==> config.mk <==
export PLATFORM = sky130hd
export DESIGN_NAME = block_field_controller
export DESIGN_NICKNAME = d
export VERILOG_FILES = /design/src/rtl/block_field_controller.sv
export SDC_FILE = /design/constraint.sdc
export NUM_CORES = 1
export LEC_CHECK = 0
export CAP_MARGIN = 20
export CORE_ASPECT_RATIO = 0.6
export CORE_MARGIN = 1.5
export CORE_UTILIZATION = 65
export CTS_BUF_LIST = sky130_fd_sc_hd__clkbuf_8 sky130_fd_sc_hd__clkbuf_16
export DETAILED_ROUTE_END_ITERATION = 7
export PLACE_DENSITY_LB_ADDON = 0.3
export SLEW_MARGIN = 5
export SYNTH_ARGS = -nofsm -noshare
export SYNTH_HDL_FRONTEND = slang
export SYNTH_SLANG_ARGS = --single-unit
==> constraint.sdc <==
create_clock -name clk -period 9.9 [get_ports clk]
set_input_delay 1.485 -clock clk [delete_from_list [all_inputs] [get_ports clk]]
set_output_delay 1.485 -clock clk [all_outputs]
set_load 0.05 [all_outputs]
==> src/rtl/block_field_controller.sv <==
// Breakout block field owner: keeps the NUM_ROWS x BLOCKS_PER_ROW presence
// bits, shares the single row-access slot between painter prefetch, the
// level-init sweep and brick-hit requests, and tracks the blocks left.
module block_field_controller #(
   parameter int BLOCKS_PER_ROW = 13,
   parameter int NUM_ROWS       = 16,
   parameter int ROW_W          = 5,
   parameter int CNT_W          = 8
) (
   input  logic                      clk,
   input  logic                      rst,
   input  logic                      new_frame,
   input  logic                      go_next_line,
   output logic [BLOCKS_PER_ROW-1:0] block_line_state,
   input  logic                      hit_req,
   input  logic [3:0]                hit_row,
   input  logic [3:0]                hit_col,
   output logic                      hit_ack,
   output logic                      hit_was_present,
   input  logic                      level_init,
   output logic                      init_busy,
   output logic [CNT_W-1:0]          blocks_left,
   output logic                      level_clear
);

   localparam int                      IDX_W      = $clog2(NUM_ROWS);
   localparam logic [CNT_W-1:0]        FULL_COUNT = CNT_W'(NUM_ROWS * BLOCKS_PER_ROW);
   localparam logic [ROW_W-1:0]        ROW_END    = ROW_W'(NUM_ROWS);
   localparam logic [ROW_W-1:0]        LAST_ROW   = ROW_W'(NUM_ROWS - 1);
   localparam logic [BLOCKS_PER_ROW-1:0] BIT0     = BLOCKS_PER_ROW'(1);

   typedef enum logic {ST_INIT, ST_IDLE} state_t;

   state_t                    state_q, state_d;
   logic [ROW_W-1:0]          sweep_q, sweep_d;
   logic [ROW_W-1:0]          fetch_row_q, fetch_row_d;
   logic                      fetch_pend_q, fetch_pend_d;
   logic                      hit_pend_q, hit_pend_d;
   logic                      hit_armed_q, hit_armed_d;
   logic [BLOCKS_PER_ROW-1:0] line_q, line_d;
   logic                      hit_ack_q, hit_ack_d;
   logic                      hit_present_q, hit_present_d;
   logic                      init_busy_q, init_busy_d;
   logic [CNT_W-1:0]          blocks_left_q, blocks_left_d;
   logic                      level_clear_q, level_clear_d;

   logic [BLOCKS_PER_ROW-1:0] field_q [NUM_ROWS];
   logic                      field_we;
   logic [IDX_W-1:0]          field_wa;
   logic [BLOCKS_PER_ROW-1:0] field_wd;

   logic                      hit_in_range;
   logic [BLOCKS_PER_ROW-1:0] hit_row_data;
   logic                      hit_old_bit;

   // Decode the hit address and look up the targeted block's current bit.
   always_comb begin
      hit_in_range = (32'(hit_row) < NUM_ROWS) && (32'(hit_col) < BLOCKS_PER_ROW);
      hit_row_data = field_q[IDX_W'(hit_row)];
      hit_old_bit  = hit_in_range && hit_row_data[hit_col];
   end

   // Next-state logic: the fetch slot always wins, then the init sweep, then hits.
   always_comb begin
      state_d       = state_q;
      sweep_d       = sweep_q;
      fetch_row_d   = fetch_row_q;
      fetch_pend_d  = fetch_pend_q;
      hit_pend_d    = hit_pend_q;
      hit_armed_d   = hit_armed_q;
      line_d        = line_q;
      hit_ack_d     = 1'b0;
      hit_present_d = 1'b0;
      init_busy_d   = init_busy_q;
      blocks_left_d = blocks_left_q;
      field_we      = 1'b0;
      field_wa      = '0;
      field_wd      = '0;

      if (fetch_pend_q) begin
         line_d       = (fetch_row_q < ROW_END) ? field_q[IDX_W'(fetch_row_q)] : '0;
         fetch_pend_d = 1'b0;
      end
      if (new_frame) begin
         fetch_row_d  = '0;
         fetch_pend_d = 1'b1;
      end else if (go_next_line) begin
         fetch_row_d  = (fetch_row_q < ROW_END) ? fetch_row_q + ROW_W'(1) : ROW_END;
         fetch_pend_d = 1'b1;
      end

      if (hit_req && hit_armed_q) begin
         hit_pend_d  = 1'b1;
         hit_armed_d = 1'b0;
      end else if (!hit_req) begin
         hit_armed_d = 1'b1;
      end

      case (state_q)
         ST_INIT: begin
            if (level_init) begin
               sweep_d = '0;
            end else if (!fetch_pend_q) begin
               field_we = 1'b1;
               field_wa = IDX_W'(sweep_q);
               field_wd = '1;
               if (sweep_q == LAST_ROW) begin
                  state_d       = ST_IDLE;
                  sweep_d       = '0;
                  init_busy_d   = 1'b0;
                  blocks_left_d = FULL_COUNT;
               end else begin
                  sweep_d = sweep_q + ROW_W'(1);
               end
            end
         end
         default: begin
            if (level_init) begin
               state_d     = ST_INIT;
               sweep_d     = '0;
               init_busy_d = 1'b1;
            end else if (hit_pend_q && !fetch_pend_q) begin
               hit_pend_d    = 1'b0;
               hit_ack_d     = 1'b1;
               hit_present_d = hit_old_bit;
               if (hit_old_bit) begin
                  field_we      = 1'b1;
                  field_wa      = IDX_W'(hit_row);
                  field_wd      = hit_row_data & ~(BIT0 << hit_col);
                  blocks_left_d = blocks_left_q - CNT_W'(1);
               end
            end
         end
      endcase

      level_clear_d = (blocks_left_d == '0) && !init_busy_d;
   end

   // Control and output registers; reset aborts any sweep or pending hit.
   always_ff @(posedge clk) begin
      if (rst) begin
         state_q       <= ST_INIT;
         sweep_q       <= '0;
         fetch_row_q   <= '0;
         fetch_pend_q  <= 1'b0;
         hit_pend_q    <= 1'b0;
         hit_armed_q   <= 1'b1;
         line_q        <= '0;
         hit_ack_q     <= 1'b0;
         hit_present_q <= 1'b0;
         init_busy_q   <= 1'b1;
         blocks_left_q <= '0;
         level_clear_q <= 1'b0;
      end else begin
         state_q       <= state_d;
         sweep_q       <= sweep_d;
         fetch_row_q   <= fetch_row_d;
         fetch_pend_q  <= fetch_pend_d;
         hit_pend_q    <= hit_pend_d;
         hit_armed_q   <= hit_armed_d;
         line_q        <= line_d;
         hit_ack_q     <= hit_ack_d;
         hit_present_q <= hit_present_d;
         init_busy_q   <= init_busy_d;
         blocks_left_q <= blocks_left_d;
         level_clear_q <= level_clear_d;
      end
   end

   // Field storage has no reset; the init sweep rewrites every row.
   always_ff @(posedge clk) begin
      if (field_we && !rst) begin
         field_q[field_wa] <= field_wd;
      end
   end

   assign block_line_state = line_q;
   assign hit_ack          = hit_ack_q;
   assign hit_was_present  = hit_present_q;
   assign init_busy        = init_busy_q;
   assign blocks_left      = blocks_left_q;
   assign level_clear      = level_clear_q;

endmodule

==> run_summary.xml, run 1 <==
<?xml version="1.0" encoding="UTF-8"?>
<metrics>
  <group name="clock_tree">
    <metric name="worst_setup_hold_path_clk_slew" unit="ns">0.06</metric>
    <metric name="cts_made_buffers" unit="">23</metric>
    <metric name="cts_tree" unit="">built</metric>
    <metric name="cts.hold.buffers_added" unit="">0</metric>
    <metric name="postCtsSetupRepairBufs" unit="">0</metric>
    <metric name="cts_max_path_buffers" unit="">3</metric>
    <metric name="cts-root-buf" unit="">clkbuf_16</metric>
    <metric name="clock_sink_count" unit="">251</metric>
    <metric name="clock_insertion_delay_worst_skew" unit="ns">0.52</metric>
    <metric name="htreeDepth" unit="">1</metric>
    <metric name="post_cts_resized" unit="">0</metric>
  </group>
  <group name="setup_path">
    <metric name="required" unit="ns">10.12</metric>
    <metric name="rr_endpoint" unit="">field_q[7][2]</metric>
    <metric name="worstSetupEndpointType" unit="">flop</metric>
    <metric name="crit-reg2reg-launch" unit="">field_q[5][1]</metric>
    <metric name="crit_type" unit="">input port to flop</metric>
    <metric name="timing.critical_path.fanout_max" unit="">39</metric>
    <metric name="worstPathArrival" unit="ns">6.07</metric>
    <metric name="r2r_slack" unit="ns">5.73</metric>
    <metric name="startpoint_type" unit="">input port</metric>
    <metric name="timing.reg2reg.worst_path_depth" unit="">11</metric>
  </group>
  <group name="global_route">
    <metric name="first_global_vias" unit="">7418</metric>
    <metric name="groute.usage.overall" unit="%">34.8</metric>
    <metric name="pin_count_of_the_biggest_net_entering_global_routing" unit="">53</metric>
    <metric name="global_route.overflow_total" unit="">0</metric>
    <metric name="grt_first_pass_wirelength" unit="µm">47000</metric>
    <metric name="antenna_found_initial" unit="">0</metric>
  </group>
  <group name="yosys">
    <metric name="netlist_top_cells_area" unit="">edfxtp_1 53%, mux4_2 18%, dfxtp_1 7.3%</metric>
    <metric name="synth_seq_area_share" unit="%">60.2</metric>
    <metric name="synth_top_flop_cell" unit="">edfxtp_1</metric>
    <metric name="synthDominantCellAreaShare" unit="%">52.9</metric>
    <metric name="avgSynthCellArea" unit="µm²">16.2</metric>
    <metric name="number_of_warnings_printed_during_yosys_synthesis" unit="">0</metric>
    <metric name="yosys.cell_types.count" unit="">62</metric>
    <metric name="yosys_register_bits" unit="">251</metric>
    <metric name="syn-cell-area" unit="mm²">0.0118</metric>
    <metric name="synthArstFlopShare" unit="%">0</metric>
    <metric name="syn-num-nets" unit="">745</metric>
    <metric name="syn-instance-count" unit="">728</metric>
    <metric name="count_of_flip_flops_with_a_built_in_enable_after_synthesis" unit="">208</metric>
    <metric name="synth_top_area_cell" unit="">edfxtp_1</metric>
  </group>
  <group name="sta">
    <metric name="hold_violations" unit="">0</metric>
    <metric name="setup_violation_total_in_the_final_timing_report" unit="">0</metric>
    <metric name="clock-skew-final" unit="ns">0.0108</metric>
    <metric name="grt_setup_unrepaired" unit="">no</metric>
    <metric name="fin_tns_setup" unit="ns">0</metric>
    <metric name="maxSlewViolCount" unit="">0</metric>
    <metric name="finalWorstSetupSlack" unit="ns">4.05</metric>
    <metric name="final_period_minus_worst_setup_slack" unit="ns">5.85</metric>
    <metric name="timing.max_slew.rel_slack" unit="%">29.4</metric>
    <metric name="post-route-period-util" unit="%">59.1</metric>
    <metric name="max_slew.worst_pin.slew" unit="ns">1.05</metric>
    <metric name="fmaxAchievable" unit="MHz">171</metric>
  </group>
  <group name="power_and_ir_drop">
    <metric name="share_of_total_power_in_sequential_cells" unit="%">53.0</metric>
    <metric name="totalPowerFinal" unit="mW">2.19</metric>
    <metric name="power.clock.fraction" unit="%">39.3</metric>
    <metric name="cellLeakagePower" unit="nW">4.29</metric>
    <metric name="combinationalPowerShare" unit="%">7.7</metric>
    <metric name="vdd_ir_drop_max" unit="mV">0.124</metric>
    <metric name="power_switching" unit="µW">493</metric>
    <metric name="power_density" unit="mW/mm²">166</metric>
    <metric name="switching_share" unit="%">22.5</metric>
    <metric name="intPower" unit="mW">1.69</metric>
  </group>
  <group name="die">
    <metric name="fp.dieH" unit="µm">107</metric>
    <metric name="initial_core_util" unit="%">67.6</metric>
    <metric name="num_rows" unit="">37</metric>
    <metric name="floorplan.die_area" unit="mm²">0.0190</metric>
    <metric name="pin_count" unit="">39</metric>
    <metric name="die_x" unit="µm">177</metric>
    <metric name="core-area" unit="mm²">0.0175</metric>
  </group>
  <group name="placed_design">
    <metric name="dpl_worst_slack" unit="ns">3.58</metric>
    <metric name="port_buffers" unit="">38</metric>
    <metric name="place_congestion" unit="">0.946</metric>
    <metric name="detailed_place_hpwl" unit="µm">19900</metric>
    <metric name="placement.cell_area" unit="mm²">0.0124</metric>
  </group>
  <group name="detailed_routing">
    <metric name="final_wl" unit="µm">31400</metric>
    <metric name="detail-route-antenna-nets" unit="">0</metric>
    <metric name="drt-vias-per-instance" unit="">7.39</metric>
    <metric name="drt_pre_antenna_iters" unit="">6</metric>
    <metric name="dr_wl_cell" unit="µm">30.8</metric>
    <metric name="number_of_design_rule_violations_left_by_the_first_detailed_router_iteration" unit="">1360</metric>
    <metric name="routed-via-count" unit="">7540</metric>
    <metric name="drc" unit="">0</metric>
  </group>
  <group name="finish">
    <metric name="final_nets" unit="">786</metric>
    <metric name="mostFrequentLayoutCells" unit="">208 x edfxtp_1, 94 x mux4_2, 57 x nor2_1, 41 x dfxtp_1, 35 x clkdlybuf4s50_1</metric>
    <metric name="insertedDiodeCount" unit="">0</metric>
    <metric name="finalInstanceArea" unit="mm²">0.0132</metric>
    <metric name="layout.cells.most_common" unit="">edfxtp_1</metric>
    <metric name="post_layout_util" unit="%">75.5</metric>
    <metric name="layout-drive-gt1-share" unit="%">21.9</metric>
    <metric name="synthToLayoutAreaGrowth" unit="%">11.7</metric>
  </group>
  <group name="worst_hold_path">
    <metric name="min_path_type" unit="">flop to flop</metric>
    <metric name="hold_path.startpoint" unit="">sweep_q[4]</metric>
    <metric name="hold_crit_depth" unit="">1</metric>
    <metric name="whs_endpoint" unit="">sweep_q[4]</metric>
  </group>
  <group name="outcome">
    <metric name="run_status" unit="">complete, no violations</metric>
  </group>
  <group name="flow_run">
    <metric name="cap_violations" unit="">0</metric>
  </group>
</metrics>
-- registers in the layout (all words and copies together), names as in the netlist, named ones only --
name / flops
hit_was_present: 1
fetch_pend_q: 1
sweep_q: 5
hit_pend_q: 1
blocks_left: 8
state_q: 1
hit_ack: 1
hit_armed_q: 1
init_busy: 1
level_clear: 1
block_line_state: 13
field_q: 208
fetch_row_q: 5
-- stage by stage --
| step | hold WS (ns) | cells |
|---|---|---|
| after floorplan | 0.448 | 728 |
| after global placement | 0.463 | 972 |
| after detailed placement | 0.499 | 973 |
| after CTS | 0.512 | 1015 |
| after global routing | 0.528 | 1020 |
| final | 0.513 | 1020 |
-- worst max-delay path by stage --
stage | startpoint | endpoint | slack (ns)
final | hit_row[0] | field_q[7][2] | 4.05
after global routing | hit_row[0] | field_q[7][2] | 3.69
after CTS | hit_row[0] | field_q[7][10] | 4.09
after detailed placement | hit_row[0] | field_q[7][6] | 3.58
after global placement | hit_row[0] | field_q[4][6] | 3.54
after floorplan | hit_row[0] | field_q[4][0] | 4.44
-- power by group through the flow --
stage / clock [mW] / combinational (mW) / sequential (mW)
2_1_floorplan: 0 / 0.105 / 1.19
6_report: 0.860 / 0.168 / 1.16
5_1_grt: 0.899 / 0.177 / 1.16
4_1_cts: 0.862 / 0.163 / 1.16
3_3_place_gp: 0 / 0.158 / 1.18
3_5_place_dp: 0 / 0.162 / 1.18
-- final cells by class --
class / count / area, µm²
fillers: 991 / 4270
multi-input cells: 419 / 4430
clock inverters: 19 / 143
clock buffers: 23 / 576
repair buffers: 67 / 606
well taps: 234 / 293
flip-flops and latches: 251 / 7110
inverters: 7 / 26.3
-- kinds of logic after synthesis --
kind of cell               count (synthesis)  share of synthesized area, %
adders and majority gates                  3                         0.318
and+or+nand+nor                          168                          7.15
xor gates and xnor gates                   1                        0.0742
AOI/OAI and AO/OA                        114                          6.69
buffers and inverters                     58                          2.51
DFF                                      251                          60.2
muxes                                    133                          23.1
-- worst max-delay path: stages --
cell and delay (ns):
buf_4 0.55, buf_4 0.55, mux4_1 0.62, a22oi_1 0.26
a21oi_1 0.09, a2111oi_0 0.37, a21boi_1 0.31, nor4_2 0.08
buf_4 0.21, a22oi_2 0.31, nor3b_1 0.37, nor2b_1 0.48
buf_4 0.31
-- synthesized netlist by cell type, types with 9 or more instances --
cell type / instances
edfxtp_1: 208
mux4_2: 94
nor2_1: 57
dfxtp_1: 43
a21oi_1: 30
clkbuf_1: 30
nor3_1: 26
mux2i_1: 23
nand2_1: 23
nor2b_1: 23
o21ai_0: 20
a22oi_1: 18
mux4_1: 13
nand3_1: 9
-- routing by layer --
metal  up-vias  track usage, %  part of all wire (%)
met2       625            50.3                    45
li1       3082               -                     -
met3        92            10.9                    14
met4         0            10.6                   3.1
met1      3741            51.2                    38
met5         -               0                     0
Power figures use the tool's default switching activity.
==> run 2, diff against run 1 <==
--- a/config.mk
+++ b/config.mk
@@ -8,7 +8,7 @@
 export CAP_MARGIN = 20
 export CORE_ASPECT_RATIO = 0.6
 export CORE_MARGIN = 1.5
-export CORE_UTILIZATION = 65
+export CORE_UTILIZATION = 61
 export CTS_BUF_LIST = sky130_fd_sc_hd__clkbuf_8 sky130_fd_sc_hd__clkbuf_16
 export DETAILED_ROUTE_END_ITERATION = 7
 export PLACE_DENSITY_LB_ADDON = 0.3
==> constraint.sdc (replaced) <==
create_clock -name clk -period 5.9 [get_ports clk]
set_input_delay 0.885 -clock clk [delete_from_list [all_inputs] [get_ports clk]]
set_output_delay 0.885 -clock clk [all_outputs]
set_load 0.05 [all_outputs]
==> run_summary.xml, run 2 (synthesized netlist as in run 1, its figures left out) <==
<?xml version="1.0" encoding="UTF-8"?>
<metrics>
  <group name="sta">
    <metric name="setup_violation_total_in_the_final_timing_report" unit="">0</metric>
    <metric name="fmaxAchievable" unit="MHz">195</metric>
    <metric name="hold_violations" unit="">0</metric>
    <metric name="fin_tns_setup" unit="ns">0</metric>
    <metric name="post-route-period-util" unit="%">87.0</metric>
    <metric name="final_period_minus_worst_setup_slack" unit="ns">5.13</metric>
    <metric name="finalWorstSetupSlack" unit="ns">0.768</metric>
    <metric name="max_slew.worst_pin.slew" unit="ns">1.12</metric>
    <metric name="clock-skew-final" unit="ns">0.0109</metric>
    <metric name="timing.max_slew.rel_slack" unit="%">25.2</metric>
    <metric name="grt_setup_unrepaired" unit="">no</metric>
    <metric name="maxSlewViolCount" unit="">0</metric>
  </group>
  <group name="finish">
    <metric name="final_cell_count_no_fill" unit="">1054</metric>
    <metric name="synthToLayoutAreaGrowth" unit="%">13.4</metric>
    <metric name="multi_input_area" unit="mm²">0.00442</metric>
    <metric name="registers.top_by_ff_count" unit="">field_q</metric>
    <metric name="mostFrequentLayoutCells" unit="">208 x edfxtp_1, 94 x mux4_2, 57 x nor2_1, 48 x buf_4, 41 x dfxtp_1</metric>
    <metric name="fillers" unit="">1198</metric>
    <metric name="largest_register_ffs" unit="">208</metric>
    <metric name="final_nets" unit="">808</metric>
    <metric name="insertedDiodeCount" unit="">0</metric>
    <metric name="layout.cells.most_common" unit="">edfxtp_1</metric>
    <metric name="layout.area.seq" unit="mm²">0.00711</metric>
    <metric name="layout-drive-gt1-share" unit="%">24.1</metric>
    <metric name="post_layout_util" unit="%">70.5</metric>
  </group>
  <group name="detailed_routing">
    <metric name="routedLengthMet1" unit="µm">12800</metric>
    <metric name="drc" unit="">0</metric>
    <metric name="routed.top_layer" unit="">met4</metric>
    <metric name="routed-via-count" unit="">7567</metric>
    <metric name="detail-route-antenna-nets" unit="">0</metric>
    <metric name="met2_wirelength" unit="µm">14500</metric>
    <metric name="met3RoutedLength" unit="µm">4400</metric>
    <metric name="final_wl" unit="µm">32500</metric>
    <metric name="drt_pre_antenna_iters" unit="">6</metric>
    <metric name="number_of_design_rule_violations_left_by_the_first_detailed_router_iteration" unit="">1253</metric>
    <metric name="dr_wl_cell" unit="µm">30.8</metric>
    <metric name="drt-vias-per-instance" unit="">7.18</metric>
  </group>
  <group name="global_route">
    <metric name="global_route.overflow_total" unit="">0</metric>
    <metric name="pin_count_of_the_biggest_net_entering_global_routing" unit="">53</metric>
    <metric name="groute.usage.overall" unit="%">33.3</metric>
    <metric name="antenna_found_initial" unit="">0</metric>
    <metric name="grt_first_pass_wirelength" unit="µm">48500</metric>
    <metric name="first_global_vias" unit="">7458</metric>
  </group>
  <group name="setup_path">
    <metric name="worstPathArrival" unit="ns">5.35</metric>
    <metric name="crit_type" unit="">input port to flop</metric>
    <metric name="worstSetupStartpoint" unit="">hit_row[2]</metric>
    <metric name="timing.critical_path.fanout_max" unit="">17</metric>
    <metric name="crit-reg2reg-launch" unit="">field_q[4][6]</metric>
    <metric name="r2r_slack" unit="ns">1.83</metric>
    <metric name="required" unit="ns">6.12</metric>
    <metric name="worstSetupEndpointType" unit="">flop</metric>
    <metric name="timing.reg2reg.worst_path_depth" unit="">9</metric>
    <metric name="rr_endpoint" unit="">field_q[4][7]</metric>
    <metric name="startpoint_type" unit="">input port</metric>
  </group>
  <group name="clock_tree">
    <metric name="worst_setup_hold_path_clk_slew" unit="ns">0.06</metric>
    <metric name="clock_sink_count" unit="">251</metric>
    <metric name="htreeDepth" unit="">1</metric>
    <metric name="cts.hold.buffers_added" unit="">0</metric>
    <metric name="post_cts_resized" unit="">0</metric>
    <metric name="cts_max_path_buffers" unit="">3</metric>
    <metric name="cts_made_buffers" unit="">24</metric>
    <metric name="cts-root-buf" unit="">clkbuf_16</metric>
    <metric name="cts_tree" unit="">built</metric>
    <metric name="clock_insertion_delay_worst_skew" unit="ns">0.53</metric>
    <metric name="postCtsSetupRepairBufs" unit="">0</metric>
  </group>
  <group name="power_and_ir_drop">
    <metric name="cellLeakagePower" unit="nW">4.42</metric>
    <metric name="power_density" unit="mW/mm²">276</metric>
    <metric name="totalPowerFinal" unit="mW">3.69</metric>
    <metric name="vdd_ir_drop_max" unit="mV">0.260</metric>
  </group>
  <group name="worst_hold_path">
    <metric name="hold_crit_depth" unit="">1</metric>
    <metric name="min_path_type" unit="">flop to flop</metric>
    <metric name="hold_path.startpoint" unit="">hit_pend_q</metric>
    <metric name="whs_endpoint" unit="">hit_pend_q</metric>
  </group>
  <group name="placed_design">
    <metric name="placed_cells" unit="">1010</metric>
    <metric name="port_buffers" unit="">38</metric>
    <metric name="detailed_place_hpwl" unit="µm">21500</metric>
    <metric name="place_congestion" unit="">0.943</metric>
    <metric name="dpl_worst_slack" unit="ns">0.159</metric>
  </group>
  <group name="die">
    <metric name="initial_core_util" unit="%">62.2</metric>
    <metric name="fp.dieH" unit="µm">111</metric>
    <metric name="core-area" unit="mm²">0.0190</metric>
    <metric name="die_x" unit="µm">183</metric>
    <metric name="pin_count" unit="">39</metric>
    <metric name="floorplan.die_area" unit="mm²">0.0202</metric>
    <metric name="num_rows" unit="">39</metric>
  </group>
  <group name="outcome">
    <metric name="run_status" unit="">complete, no violations</metric>
  </group>
  <group name="flow_run">
    <metric name="cap_violations" unit="">0</metric>
  </group>
</metrics>
[run 2: how the worst max path moves through the flow]
stage,endpoint,cells after the start
6_report,field_q[8][9],11
5_1_grt,field_q[11][3],11
4_1_cts,field_q[10][1],11
3_5_place_dp,field_q[11][6],11
3_3_place_gp,field_q[9][9],11
2_1_floorplan,field_q[4][0],10
[run 2: critical path, stage by stage]
cell	delay [ns]
clkdlybuf4s50_1	0.65
nor2_1	0.95
a22oi_1	0.38
nand2_1	0.20
a22oi_1	0.10
a31o_1	0.26
or4_1	0.76
o22ai_2	0.29
or3b_4	0.43
nor2_1	0.17
buf_4	0.25
[run 2: routing by layer]
layer / track usage [%] / vias to the layer above
met5: 0 / -
met4: 8.26 / 0
met3: 8.87 / 58
met2: 48.7 / 561
met1: 50.4 / 3832
li1: - / 3116
[run 2: area by class of cell]
cell class	instances	share of cell area, %
Sequential cell	251	53.1
Multi-Input combinational cell	419	33.0
Timing Repair Buffer	88	5.82
Clock buffer	28	5.06
Tap cell	246	2.30
Clock inverter	15	0.486
Inverter	7	0.196
[run 2: power breakdown]
part	total, mW	internal (mW)	switching (mW)	leakage (nW)
logic	0.281	0.111	0.170	1.77
registers	1.95	1.93	0.0149	2.25
clock network	1.46	0.814	0.648	0.405
total	3.69	2.86	0.832	4.42
[run 2: through the flow]
stage	hold slack [ns]	area (µm²)
floorplan	0.448	11800
global placement	0.464	12600
detailed placement	0.469	12600
CTS	0.482	13400
global route	0.501	13400
finish	0.481	13400
==> run 3, diff against run 2 <==
--- a/config.mk
+++ b/config.mk
@@ -6,9 +6,11 @@
 export NUM_CORES = 1
 export LEC_CHECK = 0
 export CAP_MARGIN = 20
+export CELL_PAD_IN_SITES_DETAIL_PLACEMENT = 0
+export CELL_PAD_IN_SITES_GLOBAL_PLACEMENT = 2
 export CORE_ASPECT_RATIO = 0.6
 export CORE_MARGIN = 1.5
-export CORE_UTILIZATION = 61
+export CORE_UTILIZATION = 46
 export CTS_BUF_LIST = sky130_fd_sc_hd__clkbuf_8 sky130_fd_sc_hd__clkbuf_16
 export DETAILED_ROUTE_END_ITERATION = 7
 export PLACE_DENSITY_LB_ADDON = 0.3
==> run_summary.xml, run 3 (synthesized netlist as in run 1, its figures left out) <==
<?xml version="1.0" encoding="UTF-8"?>
<metrics>
  <group name="detailed_routing">
    <metric name="drc" unit="">0</metric>
    <metric name="dr_wl_cell" unit="µm">29.1</metric>
    <metric name="routed-via-count" unit="">7436</metric>
    <metric name="detail-route-antenna-nets" unit="">0</metric>
    <metric name="drt_pre_antenna_iters" unit="">5</metric>
    <metric name="drt-vias-per-instance" unit="">6.55</metric>
    <metric name="number_of_design_rule_violations_left_by_the_first_detailed_router_iteration" unit="">1007</metric>
    <metric name="final_wl" unit="µm">33000</metric>
  </group>
  <group name="global_route">
    <metric name="groute.usage.overall" unit="%">25.2</metric>
    <metric name="global_route.overflow_total" unit="">0</metric>
    <metric name="first_global_vias" unit="">7170</metric>
    <metric name="grt_first_pass_wirelength" unit="µm">48200</metric>
    <metric name="antenna_found_initial" unit="">0</metric>
    <metric name="pin_count_of_the_biggest_net_entering_global_routing" unit="">53</metric>
  </group>
  <group name="sta">
    <metric name="fin_tns_setup" unit="ns">0</metric>
    <metric name="clock-skew-final" unit="ns">0.0166</metric>
    <metric name="finalWorstSetupSlack" unit="ns">0.498</metric>
    <metric name="hold-worst-slack" unit="ns">0.483</metric>
    <metric name="fmaxAchievable" unit="MHz">185</metric>
    <metric name="post-route-period-util" unit="%">91.6</metric>
    <metric name="grt_setup_unrepaired" unit="">no</metric>
    <metric name="timing.max_slew.rel_slack" unit="%">30.8</metric>
    <metric name="hold_violations" unit="">0</metric>
    <metric name="final_period_minus_worst_setup_slack" unit="ns">5.40</metric>
    <metric name="setup_violation_total_in_the_final_timing_report" unit="">0</metric>
    <metric name="maxSlewViolCount" unit="">0</metric>
    <metric name="max_slew.worst_pin.slew" unit="ns">1.04</metric>
  </group>
  <group name="clock_tree">
    <metric name="cts.hold.buffers_added" unit="">0</metric>
    <metric name="post_cts_resized" unit="">0</metric>
    <metric name="clock_sink_count" unit="">251</metric>
    <metric name="htreeDepth" unit="">1</metric>
    <metric name="cts_made_buffers" unit="">24</metric>
    <metric name="postCtsSetupRepairBufs" unit="">0</metric>
    <metric name="cts_tree" unit="">built</metric>
    <metric name="clock_insertion_delay_worst_skew" unit="ns">0.53</metric>
    <metric name="worst_setup_hold_path_clk_slew" unit="ns">0.06</metric>
    <metric name="cts-root-buf" unit="">clkbuf_16</metric>
    <metric name="cts_max_path_buffers" unit="">3</metric>
  </group>
  <group name="placed_design">
    <metric name="place_congestion" unit="">1.00</metric>
    <metric name="detailed_place_hpwl" unit="µm">22300</metric>
    <metric name="port_buffers" unit="">38</metric>
    <metric name="dpl_worst_slack" unit="ns">0.248</metric>
  </group>
  <group name="die">
    <metric name="pin_count" unit="">39</metric>
    <metric name="initial_core_util" unit="%">46.8</metric>
    <metric name="floorplan.die_area" unit="mm²">0.0267</metric>
    <metric name="num_rows" unit="">45</metric>
    <metric name="core-area" unit="mm²">0.0252</metric>
    <metric name="fp.dieH" unit="µm">127</metric>
    <metric name="die_x" unit="µm">210</metric>
  </group>
  <group name="flow_run">
    <metric name="cap_violations" unit="">0</metric>
  </group>
  <group name="setup_path">
    <metric name="worstPathArrival" unit="ns">5.63</metric>
    <metric name="timing.critical_path.fanout_max" unit="">12</metric>
    <metric name="crit_type" unit="">input port to flop</metric>
    <metric name="worstSetupEndpointType" unit="">flop</metric>
    <metric name="startpoint_type" unit="">input port</metric>
    <metric name="r2r_slack" unit="ns">1.46</metric>
    <metric name="required" unit="ns">6.12</metric>
  </group>
  <group name="finish">
    <metric name="synthToLayoutAreaGrowth" unit="%">14.6</metric>
    <metric name="layout-drive-gt1-share" unit="%">24.3</metric>
    <metric name="fillers" unit="">2017</metric>
    <metric name="mostFrequentLayoutCells" unit="">208 x edfxtp_1, 94 x mux4_2, 57 x nor2_1, 47 x buf_4, 41 x dfxtp_1</metric>
    <metric name="insertedDiodeCount" unit="">0</metric>
    <metric name="final_nets" unit="">806</metric>
    <metric name="registers.top_by_ff_count" unit="">field_q</metric>
    <metric name="largest_register_ffs" unit="">208</metric>
    <metric name="layout.cells.most_common" unit="">edfxtp_1</metric>
  </group>
  <group name="power_and_ir_drop">
    <metric name="vdd_ir_drop_max" unit="mV">0.176</metric>
    <metric name="cellLeakagePower" unit="nW">4.39</metric>
    <metric name="power_density" unit="mW/mm²">283</metric>
    <metric name="totalPowerFinal" unit="mW">3.83</metric>
  </group>
  <group name="worst_hold_path">
    <metric name="min_path_type" unit="">flop to flop</metric>
  </group>
  <group name="outcome">
    <metric name="run_status" unit="">complete, no violations</metric>
  </group>
</metrics>
## run 3: cell count changes in the layout (fill, tap and decap cells not counted), moves of 2 or more
cell        delta
bufinv_16      +4
clkinvlp_4     +2
clkbuf_16      -2
inv_1          -7
clkinv_1       +5
## run 3: final timing paths
| path | start | endpoint | cells after the start |
|---|---|---|---|
| setup / recovery | hit_row[2] | field_q[5][10] | 11 |
| hold / removal | hit_pend_q | hit_pend_q | 1 |
| setup reg to reg | field_q[4][1] | field_q[5][10] | 10 |
| hold reg to reg | hit_pend_q | hit_pend_q | 1 |
## run 3: final cells by class
cell class                 instances  area [µm²]  share of cell area (%)
tap                              329         412                    3.04
multi-input combinational        419        4420                    32.7
clock buffer                      25         614                    4.54
timing repair buffer              86         736                    5.44
sequential                       251        7110                    52.6
inverter                           7        26.3                   0.194
clock inverter                    19         204                    1.51
## run 3: critical path, cell delays in order
cell and delay, ns:
clkdlybuf4s50_1 0.80, nor2b_1 0.79, a22oi_1 0.33, a21oi_1 0.25, a2111oi_0 0.10, a21boi_1 0.17
nor4_2 0.61, a22oi_1 0.40, nor3b_1 0.56, nor2b_1 0.39, buf_4 0.30
## run 3: where the power goes
part / internal (mW) / switching, mW / total (mW)
registers: 1.93 / 0.0115 / 1.95
logic: 0.111 / 0.175 / 0.286
clock network: 0.932 / 0.670 / 1.60
## run 3: per-layer routing
layer / track usage (%) / vias to the layer above / part of all wire [%]
met5: 0 / - / 0
met4: 5.21 / 0 / 1.6
met3: 5.92 / 47 / 11
met2: 35.9 / 422 / 43
met1: 39.7 / 3849 / 45
li1: - / 3118 / -
## run 3: per-stage QoR
stage	area (µm²)	instances	utilization, %
global placement	12700	1090	50.3
CTS	13500	1135	53.6
global route	13500	1136	53.6
detailed placement	12700	1091	50.3
floorplan	11800	728	-
finish	13500	1136	53.6
